--- config.mk ---
export PLATFORM = sky130hd
export DESIGN_NAME = oam_scanner
export DESIGN_NICKNAME = d
export VERILOG_FILES = /design/src/rtl/oam_scanner.sv
export SDC_FILE = /design/constraint.sdc
export NUM_CORES = 1
export LEC_CHECK = 0
export ABC_AREA = 1
export BUFFER_PORTS_ARGS = -buffer_cell sky130_fd_sc_hd__buf_2
export CORE_MARGIN = 10
export CORE_UTILIZATION = 59
export CTS_CLUSTER_DIAMETER = 200
export DETAILED_ROUTE_END_ITERATION = 8
export GPL_TIMING_DRIVEN = 0
export PLACE_DENSITY_LB_ADDON = 0.3
export SLEW_MARGIN = 10
export SYNTH_ARGS = -nofsm -noshare
export SYNTH_HDL_FRONTEND = slang
export SYNTH_SLANG_ARGS = --single-unit
export TNS_END_PERCENT = 30
--- constraint.sdc ---
create_clock -name clk_in -period 20.9 [get_ports clk_in]
set_input_delay 1.045 -clock clk_in [delete_from_list [all_inputs] [get_ports clk_in]]
set_output_delay 1.045 -clock clk_in [all_outputs]
set_load 0.02 [all_outputs]
--- src/rtl/oam_scanner.sv ---
// Mode-2 OAM scanner: walks every OAM entry once per line and packs up to MAX_SPRITES
// objects covering the current line as {X, obj_num, row} for the sprite fetcher.
module oam_scanner #(
  parameter int          NUM_OBJ     = 40,
  parameter int          MAX_SPRITES = 10,
  parameter logic [15:0] OAM_BASE    = 16'hFE00
) (
  input  logic                         clk_in,
  input  logic                         rst_in,
  input  logic                         tclk_in,
  input  logic                         start_in,
  input  logic [7:0]                   ly_in,
  input  logic                         tall_sprite_mode_in,
  output logic [15:0]                  oam_addr_out,
  output logic                         oam_req_out,
  input  logic [7:0]                   oam_data_in,
  input  logic                         oam_valid_in,
  output logic [MAX_SPRITES-1:0][17:0] sprite_buffer_out,
  output logic [3:0]                   sprite_count_out,
  output logic                         busy_out,
  output logic                         done_out
);

  typedef enum logic [1:0] {IDLE, FETCH_Y, FETCH_X, FINISH} state_t;

  state_t     state;
  state_t     state_nxt;
  logic [5:0] obj_n;
  logic [7:0] ly_q;
  logic [7:0] y_q;
  logic [7:0] x_q;
  logic       pend_q;
  logic       go;
  logic       eval_en;
  logic       addr_load;
  logic       fin;
  logic       last_obj;
  logic       cap_ok;
  logic [7:0] rd_byte;
  logic [5:0] eval_num;
  logic [4:0] eval_res;

  // Returns {hit, row}; bit 8 of the 9-bit difference flags an object below the line.
  function automatic logic [4:0] eval_obj(input logic [7:0] ly, input logic [7:0] y,
                                          input logic tall);
    logic [8:0] d;
    logic [8:0] h;
    d = {1'b0, ly} + 9'd16 - {1'b0, y};
    h = tall ? 9'd16 : 9'd8;
    return {(!d[8] && (d < h)), d[3:0]};
  endfunction

  assign rd_byte  = oam_valid_in ? oam_data_in : 8'hFF;
  assign last_obj = (obj_n == 6'(NUM_OBJ - 1));
  // FETCH_Y scores the previous entry; FINISH scores the last entry without advancing obj_n.
  assign eval_num = (state == FINISH) ? obj_n : obj_n - 6'd1;
  assign eval_res = eval_obj(ly_q, y_q, tall_sprite_mode_in);
  assign cap_ok   = (sprite_count_out < 4'(MAX_SPRITES));

  always_comb begin
    go = 1'b0;
    if (tclk_in) begin
      case (state)
        IDLE:             go = start_in || pend_q;
        FETCH_Y, FETCH_X: go = start_in;
        default:          go = 1'b0;
      endcase
    end
  end

  always_ff @(posedge clk_in or posedge rst_in) begin
    if (rst_in) state <= IDLE;
    else        state <= state_nxt;
  end

  always_comb begin
    state_nxt = state;
    if (go) begin
      state_nxt = FETCH_Y;
    end else if (tclk_in) begin
      case (state)
        FETCH_Y: state_nxt = FETCH_X;
        FETCH_X: state_nxt = last_obj ? FINISH : FETCH_Y;
        FINISH:  state_nxt = IDLE;
        default: state_nxt = IDLE;
      endcase
    end
  end

  always_comb begin
    busy_out  = (state != IDLE);
    fin       = tclk_in && (state == FINISH);
    eval_en   = tclk_in && !go && ((state == FETCH_Y && obj_n != 6'd0) || state == FINISH);
    addr_load = go || (tclk_in && (state == FETCH_Y || (state == FETCH_X && !last_obj)));
  end

  always_ff @(posedge clk_in or posedge rst_in) begin
    if (rst_in) begin
      oam_addr_out      <= '0;
      oam_req_out       <= 1'b0;
      done_out          <= 1'b0;
      sprite_buffer_out <= '0;
      sprite_count_out  <= '0;
      obj_n             <= '0;
      ly_q              <= '0;
      y_q               <= '0;
      x_q               <= '0;
      pend_q            <= 1'b0;
    end else begin
      oam_req_out <= addr_load;
      done_out    <= fin;
      if (tclk_in) begin
        // A start landing on FINISH is held over so the new scan begins from IDLE.
        if (state == FINISH) pend_q <= start_in;
        else if (go)         pend_q <= 1'b0;
        if (go) begin
          ly_q              <= ly_in;
          obj_n             <= '0;
          sprite_buffer_out <= '0;
          sprite_count_out  <= '0;
          oam_addr_out      <= OAM_BASE;
        end else begin
          case (state)
            FETCH_Y: begin
              y_q          <= rd_byte;
              oam_addr_out <= OAM_BASE + {8'd0, obj_n, 2'b01};
            end
            FETCH_X: begin
              x_q <= rd_byte;
              if (!last_obj) begin
                obj_n        <= obj_n + 6'd1;
                oam_addr_out <= OAM_BASE + {8'd0, obj_n + 6'd1, 2'b00};
              end
            end
            default: ;
          endcase
          if (eval_en && eval_res[4] && cap_ok) begin
            sprite_buffer_out[sprite_count_out] <= {x_q, eval_num, eval_res[3:0]};
            sprite_count_out                    <= sprite_count_out + 4'd1;
          end
        end
      end
    end
  end

endmodule

==> run metrics, run 1 <==
Overflow after GRT=0; later-pin clock latency in the skew report=0.52 ns; number of buffers created by CTS=24; chip width=153 um; DP Cell Count=1630; Data arrival, critical path=3.67 ns; Fmax=305 MHz; DR pass1 iterations=5; Sum Neg Setup Slack=0 ns; Area contributors post-synth=dfrtp_1 55%, nand2_1 15%, nand3_1 8.6%; Post-Layout Cell Count=1674; overall via count from detail_route=9512; global-route wire length before repair=52.3 mm; Yosys reg bits=227; CP bufs+invs=1; Hold Violations, Final=0; PD cells=125 nW/um2; final setup vio count=0; CTS root buf=clkbuf_16; DP Worst Slack=17.67 ns; initial DRC count=915; CP endpoint kind=flop; vias in the first global route=9525; Total Routing Usage GR=27.5%; Max VDD drop=143 uV; CTS clk-pin slew, worst paths=0.06 ns; Max-cap violations=0; Tightest Hold Check Type=flop to flop; IO Count=225; LEAKAGE=0.00754 uW; fin crit period=3.28 ns; worst slew pin tran=1.33 ns; H-tree depth=1; Post-CTS Hold Fix Bufs=0; mapped cell area=10400 um2; Final ANT Viol Nets=0; Initial Utilization=60.0%; Crit Path Category=flop to flop; total power=1580 uW; CP max-delay cell=ha_1; final core utilization=73.5%; P&R area growth vs syn=22.5%; Cells after Synth=1181; HPWL after DPL=23.0 mm; Die Y=153 um; RSZ-0062 raised after global routing=no; final slew viol count=0; synth warn=0; die area=23300 um2; largest net degree at the start of global routing=106; DRC errors left=0; post-synthesis area per instance=8.78 um2; core area=17300 um2; CTS tree=done; top-area cell type share of the netlist area=54.8%; outcome=finished, final reports clean; Rel. slew slack=10.8%; final worst-path setup slack=17.62 ns; layout cell share with drive strength beyond 1=23.1%; Clock Skews=0.0151 ns; Critical Path RT=21.30 ns; Cell Chain, Critical Path=ha_1, ha_1, nand3_1, nand3_1, xor2_1, ha_1, nand2_1, nand2_1, nor2_1, nand4_2, o21bai_2, nand2_2, buf_6, nand2_1, nand2_1; Top Family by Delay on Critical Path=simple AND/OR/NAND/NOR gates; Routed WL=33.2 mm; most used cell, CP=nand2_1; Setup Buffers After CTS=0; clk sinks=227; Buffers on Ports=221; Routed wire per std cell=19.8 um; Netlist cell types=34; Setup crit start kind=flop; FILL cells=1324; largest area contributor in the netlist=dfrtp_1; Resized cells post-CTS=0; Ant. Diodes=0; gpl congestion=0.858; vias per std cell=5.68; largest stage delay on the critical path=0.41 ns; antenna violations before repair=0; row count=48; Max Buffers Root-to-Sink=3; CP max FO=10; post-synthesis sequential area ratio=54.8%; Final Cycle Share=15.7%; Final #Nets=1481
==> registers in the layout, summed over array words and instances, names as in the netlist <==
register           flops
done_out               1
ly_q                   8
oam_addr_out           8
oam_req_out            1
obj_n                  6
pend_q                 1
sprite_buffer_out    180
sprite_count_out       4
state                  2
x_q                    8
y_q                    8
==> per-layer routing <==
| layer | track usage (%) | part of all wire (%) | wire length, um |
|---|---|---|---|
| met5 | 0 | 0 | 0 |
| met4 | 10.9 | 4.1 | 1370 |
| met3 | 6.97 | 9.8 | 3250 |
| met2 | 45.2 | 48 | 15800 |
| met1 | 34.0 | 38 | 12700 |
==> stage by stage <==
stage	hold slack, ns	instance area, um2
5_1_grt	0.490	12700
2_1_floorplan	0.455	10400
6_report	0.467	12700
4_1_cts	0.468	12700
3_3_place_gp	0.451	11800
3_5_place_dp	0.453	11900
==> logic make-up after synthesis <==
group | after synthesis | synth area share [%]
muxes | 10 | 1.09
buffers and inverters | 150 | 7.21
AOI/OAI and AO/OA | 50 | 2.57
xor gates and xnor gates | 7 | 0.591
and+or+nand+nor | 708 | 30.3
other | 1 | 0.0361
DFF | 227 | 54.8
adders and majority gates | 28 | 3.45
==> worst register-to-register path: stages, from the launching register on <==
cell,delay [ns]
dfrtp_1,0.39
ha_1,0.31
ha_1,0.41
nand3_1,0.12
nand3_1,0.13
xor2_1,0.19
ha_1,0.25
nand2_1,0.06
nand2_1,0.05
nor2_1,0.12
nand4_2,0.17
o21bai_2,0.38
nand2_2,0.24
buf_6,0.21
nand2_1,0.08
nand2_1,0.06
==> cell usage after synthesis, drive strengths merged <==
master	instances
buf	48
ha	27
nand2	416
xor2	6
xnor2	1
inv	65
o211ai	1
o22ai	1
a21oi	8
nand3	178
a31oi	1
fa	1
conb	1
nor2	34
o31ai	2
nor3	2
nand4	77
clkbuf	31
dfrtp	227
o21bai	1
o21ai	36
mux2	10
or2	1
clkinv	6
==> worst paths after layout <==
check | startpoint | end | slack (ns) | cells after the start
min in group asynchronous | rst_in | sprite_buffer_out[113]$_DFFE_PP0P_ | 0.48 | 2
worst min register to register | sprite_buffer_out[10]$_DFFE_PP0P_ | sprite_buffer_out[10]$_DFFE_PP0P_ | 0.47 | 2
worst max register to register | ly_q[3]$_DFFE_PP0P_ | sprite_buffer_out[54]$_DFFE_PP0P_ | 17.62 | 15
worst min-delay path | sprite_buffer_out[10]$_DFFE_PP0P_ | sprite_buffer_out[10]$_DFFE_PP0P_ | 0.47 | 2
max in group asynchronous | rst_in | sprite_buffer_out[84]$_DFFE_PP0P_ | 19.22 | 4
worst max-delay path | ly_q[3]$_DFFE_PP0P_ | sprite_buffer_out[54]$_DFFE_PP0P_ | 17.62 | 15
==> layout by cell type (no fill, tap or decap), drive strengths merged <==
cell type	synthesis	final
nand2	416	416
buf	48	271
dfrtp	227	227
nand3	178	178
nand4	77	77
inv	65	66
clkbuf	31	65
o21ai	36	36
nor2	34	34
ha	27	27
clkinv	6	11
mux2	10	10
a21oi	8	8
xor2	6	6
bufinv	0	3
nor3	2	2
o31ai	2	2
conb	1	2
o21bai	1	1
xnor2	1	1
o22ai	1	1
o211ai	1	1
a31oi	1	1
or2	1	1
fa	1	1
clkinvlp	0	1
==> power by group <==
part | total (uW) | leakage [uW] | switching (uW) | internal, uW
Clock | 455 | 0.000417 | 181 | 274
Combinational | 614 | 0.00403 | 468 | 146
Sequential | 514 | 0.00310 | 29.1 | 485
Total | 1580 | 0.00754 | 678 | 905
==> cell type report <==
type	count	area [um2]	share of cell area [%]
plain buffers	79	478	3.76
repair buffers	223	1160	9.14
clock inverters	10	134	1.05
inverters	71	278	2.19
flip-flops and latches	227	5680	44.7
clock buffers	34	709	5.58
well taps	225	282	2.22
multi-input cells	805	3990	31.4
(Power assumes the default switching activity.)
==> run 2, diff against run 1 <==
- CORE_UTILIZATION: 59 -> 49
- clock period: 20.9 -> 2.8 ns (I/O delays scaled with it)
==> run metrics, run 2 (synthesis gave the netlist of run 1 again) <==
Clock Skews=0.0219 ns (was 0.0151 ns); Most flops, register=sprite_buffer_out (unchanged); CP startpoint=ly_q[2]$_DFFE_PP0P_ (was ly_q[3]$_DFFE_PP0P_); CTS clk-pin slew, worst paths=0.06 ns (about the same); CTS root buf=clkbuf_16 (unchanged); gpl congestion=0.845 (was 0.858); Sum Neg Setup Slack=-8.92 ns (was 0 ns); Crit Path Category=flop to flop (unchanged); worst slew pin tran=1.43 ns (was 1.33 ns); Overflow after GRT=0 (unchanged); max reg flops=180 (unchanged); IO Count=225 (unchanged); final slew viol count=0 (unchanged); sw power=5660 uW (was 678 uW); Max VDD drop=886 uV (was 143 uV); RSZ-0062 raised after global routing=yes (was no); H-tree depth=1 (unchanged); row count=53 (was 48); clk sinks=227 (unchanged); Final ANT Viol Nets=0 (unchanged); RR Startpoint=ly_q[2]$_DFFE_PP0P_ (was ly_q[3]$_DFFE_PP0P_); Sw Share=43.8% (was 42.8%); final worst-path setup slack=-0.116 ns (was 17.62 ns); failing checks=negative setup slack; vias per std cell=5.61 (was 5.68); PD cells=877 nW/um2 (was 125 nW/um2); Max Buffers Root-to-Sink=3 (unchanged); Rel. slew slack=4.19% (was 10.8%); Routed wire per std cell=20.7 um (was 19.8 um); layout cell share with drive strength beyond 1=34.3% (was 23.1%); FILL cells=1589 (was 1324); Fmax=343 MHz (was 305 MHz); Hold Violations, Final=0 (unchanged); hold path start=oam_data_in[4] (was sprite_buffer_out[10]$_DFFE_PP0P_); chip width=166 um (was 153 um); Final Cycle Share=104% (was 15.7%); largest net degree at the start of global routing=38 (was 106); footprint of the multi-input gates=4680 um2 (was 3990 um2); Data arrival, critical path=3.34 ns (was 3.67 ns); Max-cap violations=0 (unchanged); outcome=complete, but fails checks (was finished, final reports clean); CTS tree=done (unchanged); overall via count from detail_route=10100 (was 9512); Final #Nets=1567 (was 1481); global-route wire length before repair=53.6 mm (was 52.3 mm); DR pass1 iterations=6 (was 5); Total Routing Usage GR=25.0% (was 27.5%); Critical Path RT=3.23 ns (was 21.30 ns); Tightest Hold Check Type=input pin to flop (was flop to flop); P&R area growth vs syn=42.1% (was 22.5%); clock share of power=26.1% (was 28.7%); CP max FO=5 (was 10); LEAKAGE=0.00820 uW (was 0.00754 uW); core area=21000 um2 (was 17300 um2); commonest non-fill, non-tap cells in the layout=349 x nand2_1, 227 x dfrtp_1, 222 x buf_2 (was 405 x nand2_1, 231 x buf_2, 227 x dfrtp_1); initial DRC count=934 (was 915); final setup vio count=164 (was 0); Ant. Diodes=0 (unchanged); die area=27400 um2 (was 23300 um2); vias in the first global route=9544 (was 9525); number of buffers created by CTS=25 (was 24); CP endpoint kind=flop (unchanged); P_int=7270 uW (was 905 uW); antenna violations before repair=0 (unchanged); HPWL after DPL=23.8 mm (was 23.0 mm); Setup crit start kind=flop (unchanged); Die Y=166 um (was 153 um); Buffers on Ports=221 (unchanged); Sequential Area=5680 um2 (unchanged); later-pin clock latency in the skew report=0.54 ns (was 0.52 ns); Comb pwr share=44.1% (was 38.8%); Reg power frac=29.9% (was 32.5%); Routed WL=37.5 mm (was 33.2 mm); commonest non-fill, non-tap cell in the layout=nand2_1 (unchanged); DP Worst Slack=-0.449 ns (was 17.67 ns); DRC errors left=0 (unchanged); Initial Utilization=49.5% (was 60.0%); fin crit period=2.92 ns (was 3.28 ns)
[run 2: final cells by class]
type	instances	share of cell area, %
Sequential cell	227	38.5
Clock inverter	10	0.747
Buffer	78	4.15
Multi-Input combinational cell	808	31.8
Clock buffer	33	4.92
Inverter	71	2.09
Timing Repair Buffer	306	15.5
Tap cell	275	2.33
[run 2: power by group through the flow]
stage                     Combinational [uW]  Sequential [uW]  Clock, uW
after CTS                               5090             3850       3380
after floorplan                         2630             3990          0
after global routing                    6030             3900       3530
final                                   5690             3860       3370
after detailed placement                4610             3890          0
after global placement                  4430             3880          0
[run 2: per-stage QoR]
stage               instances  util [%]  cell area, um2  power (uW)  hold WS, ns
finish                   1808      70.3           14700       12900       0.0158
floorplan                1182         -           10400        6620        0.248
detailed placement       1686      57.4           12000        8500        0.285
CTS                      1780      66.2           13900       12300      0.00212
global route             1808      70.3           14700       13500       0.0123
global placement         1678      56.5           11800        8310        0.334
[run 2: metal layers]
metal | wire (um) | track usage, % | part of all wire (%)
met1 | 14500 | 32.5 | 39
met2 | 18100 | 41.0 | 48
met3 | 3800 | 5.88 | 10
met4 | 1040 | 6.90 | 2.8
met5 | 0 | 0 | 0
[run 2: worst max-delay path, cell delays in order, from the launching register on]
cell and delay, ns:
dfrtp_1 0.41, ha_4 0.27, ha_4 0.28, nand3_2 0.08, nand3_2 0.11, xor2_2 0.14
ha_1 0.24, nand2_1 0.06, nand2_1 0.07, nor2_2 0.15, nand4_4 0.16, o21bai_4 0.28
buf_6 0.18, nand2_8 0.08, clkbuf_16 0.20, nand2_1 0.05, nand2_1 0.05
[run 2: path summary, 6_finish.rpt]
path                                                            to  slack (ns)  depth (start not counted)
worst max-delay path            sprite_buffer_out[153]$_DFFE_PP0P_       -0.12                         16
max in group asynchronous        sprite_buffer_out[35]$_DFFE_PP0P_        1.40                          6
worst max register to register  sprite_buffer_out[153]$_DFFE_PP0P_       -0.12                         16
min in group asynchronous       sprite_buffer_out[108]$_DFFE_PP0P_        0.27                          3
worst min-delay path                            y_q[4]$_DFFE_PP0P_        0.02                          4
worst min register to register    sprite_buffer_out[7]$_DFFE_PP0P_        0.47                          2
[run 2: what timing repair did]
item                       4_1_cts  5_1_grt
hold endpoints to repair        54        0
setup buffers                   23       16
pin swaps                       90       72
cloned                          11       13
hold buffers                    18        0
setup endpoints to repair      184      191
resized for setup              101      122
==> run 3, diff against run 2 <==
- ABC_AREA: 1 -> default
- CORE_ASPECT_RATIO: default -> 1.5
- CORE_UTILIZATION: 49 -> 50
- RECOVER_POWER: default -> 100
==> run metrics, run 3 <==
outcome=complete, but fails checks (unchanged); failing checks=negative setup slack (unchanged); DRC errors left=0 (unchanged); EDFF count, synth=0 (unchanged); R2R cell count=16 (unchanged); Fmax=295 MHz (was 343 MHz); FILL cells=1833 (was 1589); CTS tree=done (unchanged); DR pass1 iterations=5 (was 6); later-pin clock latency in the skew report=0.51 ns (was 0.54 ns); synth warn=0 (unchanged); commonest non-fill, non-tap cells in the layout=275 x nand2_1, 254 x clkbuf_1, 227 x dfrtp_1 (was 349 x nand2_1, 227 x dfrtp_1, 222 x buf_2); Tightest Hold Check Type=input pin to flop (unchanged); max reg flops=180 (unchanged); FFs w/ async S/R, synth=100% (unchanged); Overflow after GRT=0 (unchanged); die area=28400 um2 (was 27400 um2); overall via count from detail_route=9374 (was 10100); Clock Skews=0.0100 ns (was 0.0219 ns); Min-Delay Endpoint=done_out$_DFF_PP0_ (was y_q[4]$_DFFE_PP0P_); vias in the first global route=9674 (was 9544); Buffers on Ports=221 (unchanged); Critical Path RT=3.22 ns (was 3.23 ns); Fin Hold WS=0.0619 ns (was 0.0158 ns); Final Instance Area=14000 um2 (was 14700 um2); number of buffers created by CTS=23 (was 25); footprint of the multi-input gates=5010 um2 (was 4680 um2); CP endpoint kind=flop (unchanged); gpl congestion=0.863 (was 0.845); final setup vio count=184 (was 164); final worst-path setup slack=-0.587 ns (was -0.116 ns); IO Count=225 (unchanged); Final #Nets=1450 (was 1567); Setup crit start kind=flop (unchanged); Worst Hold Depth=2 (was 4); Cells after Synth=1106 (was 1181); Hold Violations, Final=0 (unchanged); largest area contributor in the netlist=dfrtp_1 (unchanged); layout cell share with drive strength beyond 1=13.3% (was 34.3%); PD cells=873 nW/um2 (was 877 nW/um2); Routed wire per std cell=21.0 um (was 20.7 um); Cell Area, Placed=12700 um2 (was 12000 um2); fin crit period=3.39 ns (was 2.92 ns); chip width=141 um (was 166 um); Most flops, register=sprite_buffer_out (unchanged); row count=66 (was 53); RSZ-0062 raised after global routing=yes (unchanged); Post-synth top cells=291 x nand2_1, 227 x dfrtp_1, 132 x mux2i_1 (was 405 x nand2_1, 227 x dfrtp_1, 178 x nand3_1); Total Routing Usage GR=23.8% (was 25.0%); H-tree depth=1 (unchanged); Die Y=202 um (was 166 um); final slew viol count=0 (unchanged); clk sinks=227 (unchanged); top-area cell type share of the netlist area=51.7% (was 54.8%); Max VDD drop=732 uV (was 886 uV); global-route wire length before repair=54.7 mm (was 53.6 mm); largest net degree at the start of global routing=38 (unchanged); most common cell in the netlist=nand2_1 (unchanged); post-synthesis sequential area ratio=51.7% (was 54.8%); antenna violations before repair=1 (was 0); P&R area growth vs syn=27.3% (was 42.1%); Final Cycle Share=121% (was 104%); commonest non-fill, non-tap cell in the layout=nand2_1 (unchanged); initial DRC count=629 (was 934); ys flop type=dfrtp_1 (unchanged); Sequential Area=5680 um2 (unchanged); hold path start=tclk_in (was oam_data_in[4]); Initial Utilization=50.8% (was 49.5%); Max-cap violations=0 (unchanged); final core utilization=64.7% (was 70.3%); Crit Path Category=flop to flop (unchanged); CTS root buf=clkbuf_16 (unchanged); RR Endpoint=sprite_buffer_out[106]$_DFFE_PP0P_ (was sprite_buffer_out[153]$_DFFE_PP0P_); RR Startpoint=ly_q[2]$_DFFE_PP0P_ (unchanged); CTS clk-pin slew, worst paths=0.06 ns (about the same); core area=21600 um2 (was 21000 um2); Area contributors post-synth=dfrtp_1 52%, mux2i_1 12%, nand2_1 9.9% (was dfrtp_1 55%, nand2_1 15%, nand3_1 8.6%); Yosys reg bits=227 (unchanged); worst slew pin tran=1.17 ns (was 1.43 ns); Data arrival, critical path=3.81 ns (was 3.34 ns); HPWL after DPL=25.0 mm (was 23.8 mm); Routed WL=35.5 mm (was 37.5 mm); Final ANT Viol Nets=0 (unchanged); Netlist cell types=49 (was 34); CP max FO=8 (was 5); post-synthesis area per instance=9.94 um2 (was 8.78 um2); LEAKAGE=0.00639 uW (was 0.00820 uW); mapped cell area=11000 um2 (was 10400 um2); Max Buffers Root-to-Sink=3 (unchanged); setup slack, reg-to-reg=-0.59 ns (was -0.12 ns); DP Worst Slack=-0.989 ns (was -0.449 ns); Rel. slew slack=21.4% (was 4.19%); Sum Neg Setup Slack=-85.34 ns (was -8.92 ns); vias per std cell=5.55 (was 5.61)
-- run 3: changes by cell type in the layout (fill, tap and decap cells not counted), moves of 30 or more --
cell and delta:
clkbuf_1 +225, buf_2 -201, mux2i_1 +128, nand2_1 -74, nand4_1 -71, nand3_2 -46
nand3_1 -40, nand2_2 -34, inv_1 -30
-- run 3: report_power, final --
group	internal [uW]	leakage [uW]	switching (uW)	total (uW)
Sequential	3640	0.00307	392	4030
Combinational	1630	0.00295	3540	5160
Clock	1740	0.000367	1290	3030
Total	7000	0.00639	5220	12200
-- run 3: routing by layer --
layer / global-route usage (%) / wire, um / vias to the layer above
met2: 41.6 / 18200 / 345
li1: - / - / 4290
met3: 4.95 / 2470 / 81
met4: 8.76 / 1380 / 0
met5: 0 / 0 / -
met1: 27.8 / 13500 / 4658
-- run 3: per-stage QoR --
step / power, uW / cells
after floorplan: 7050 / 1107
after detailed placement: 8950 / 1607
final: 12200 / 1689
after global routing: 12900 / 1689
after CTS: 12100 / 1683
after global placement: 8790 / 1600
-- run 3: logic make-up after synthesis --
| family | synth area share, % |
|---|---|
| and+or+nand+nor | 18.8 |
| DFF | 51.7 |
| muxes | 14.5 |
| buffers and inverters | 5.37 |
| AOI/OAI and AO/OA | 5.27 |
| adders and majority gates | 3.26 |
| xor gates and xnor gates | 1.12 |
| other | 0.0341 |
-- run 3: worst max path at each step --
stage / start / endpoint / slack, ns / depth (start not counted)
6_report: ly_q[2]$_DFFE_PP0P_ / sprite_buffer_out[106]$_DFFE_PP0P_ / -0.59 / 16
5_1_grt: y_q[1]$_DFFE_PP0P_ / sprite_buffer_out[85]$_DFFE_PP0P_ / -0.72 / 14
4_1_cts: ly_q[2]$_DFFE_PP0P_ / sprite_buffer_out[87]$_DFFE_PP0P_ / -0.54 / 16
3_5_place_dp: ly_q[3]$_DFFE_PP0P_ / sprite_buffer_out[167]$_DFFE_PP0P_ / -0.99 / 15
3_3_place_gp: rst_in / sprite_buffer_out[147]$_DFFE_PP0P_ / -1.75 / 2
2_1_floorplan: ly_q[3]$_DFFE_PP0P_ / sprite_buffer_out[131]$_DFFE_PP0P_ / -0.36 / 15
-- run 3: worst max-delay path, cell delays in order (launching register included) --
cell and delay, ns:
dfrtp_1 0.42, ha_4 0.30, ha_4 0.19, a21o_1 0.18, a21oi_2 0.13, xnor2_1 0.09, ha_2 0.17, o21bai_4 0.16
a211oi_2 0.17, nand4_1 0.18, nor4b_4 0.31, buf_6 0.17, buf_6 0.10, buf_4 0.09, and3_4 0.26, buf_12 0.16
mux2i_2 0.22
-- run 3: final cells by class --
class / instances / share of cell area (%)
timing repair buffer: 272 / 10.8
inverter: 33 / 0.894
multi-input combinational: 763 / 35.8
clock inverter: 8 / 0.492
sequential: 227 / 40.6
clock buffer: 33 / 4.74
buffer: 80 / 4.19
antenna: 1 / 0.0179
tap: 272 / 2.43
-- run 3: repair_timing --
item                                    in CTS  in global routing
pin swaps                                   20                 15
hold endpoints to repair                    49                  0
gates resized for setup                     86                 38
setup buffers                               14                  4
hold buffers                                18                  0
endpoints found under the setup margin     184                190
cloned                                       4                  4
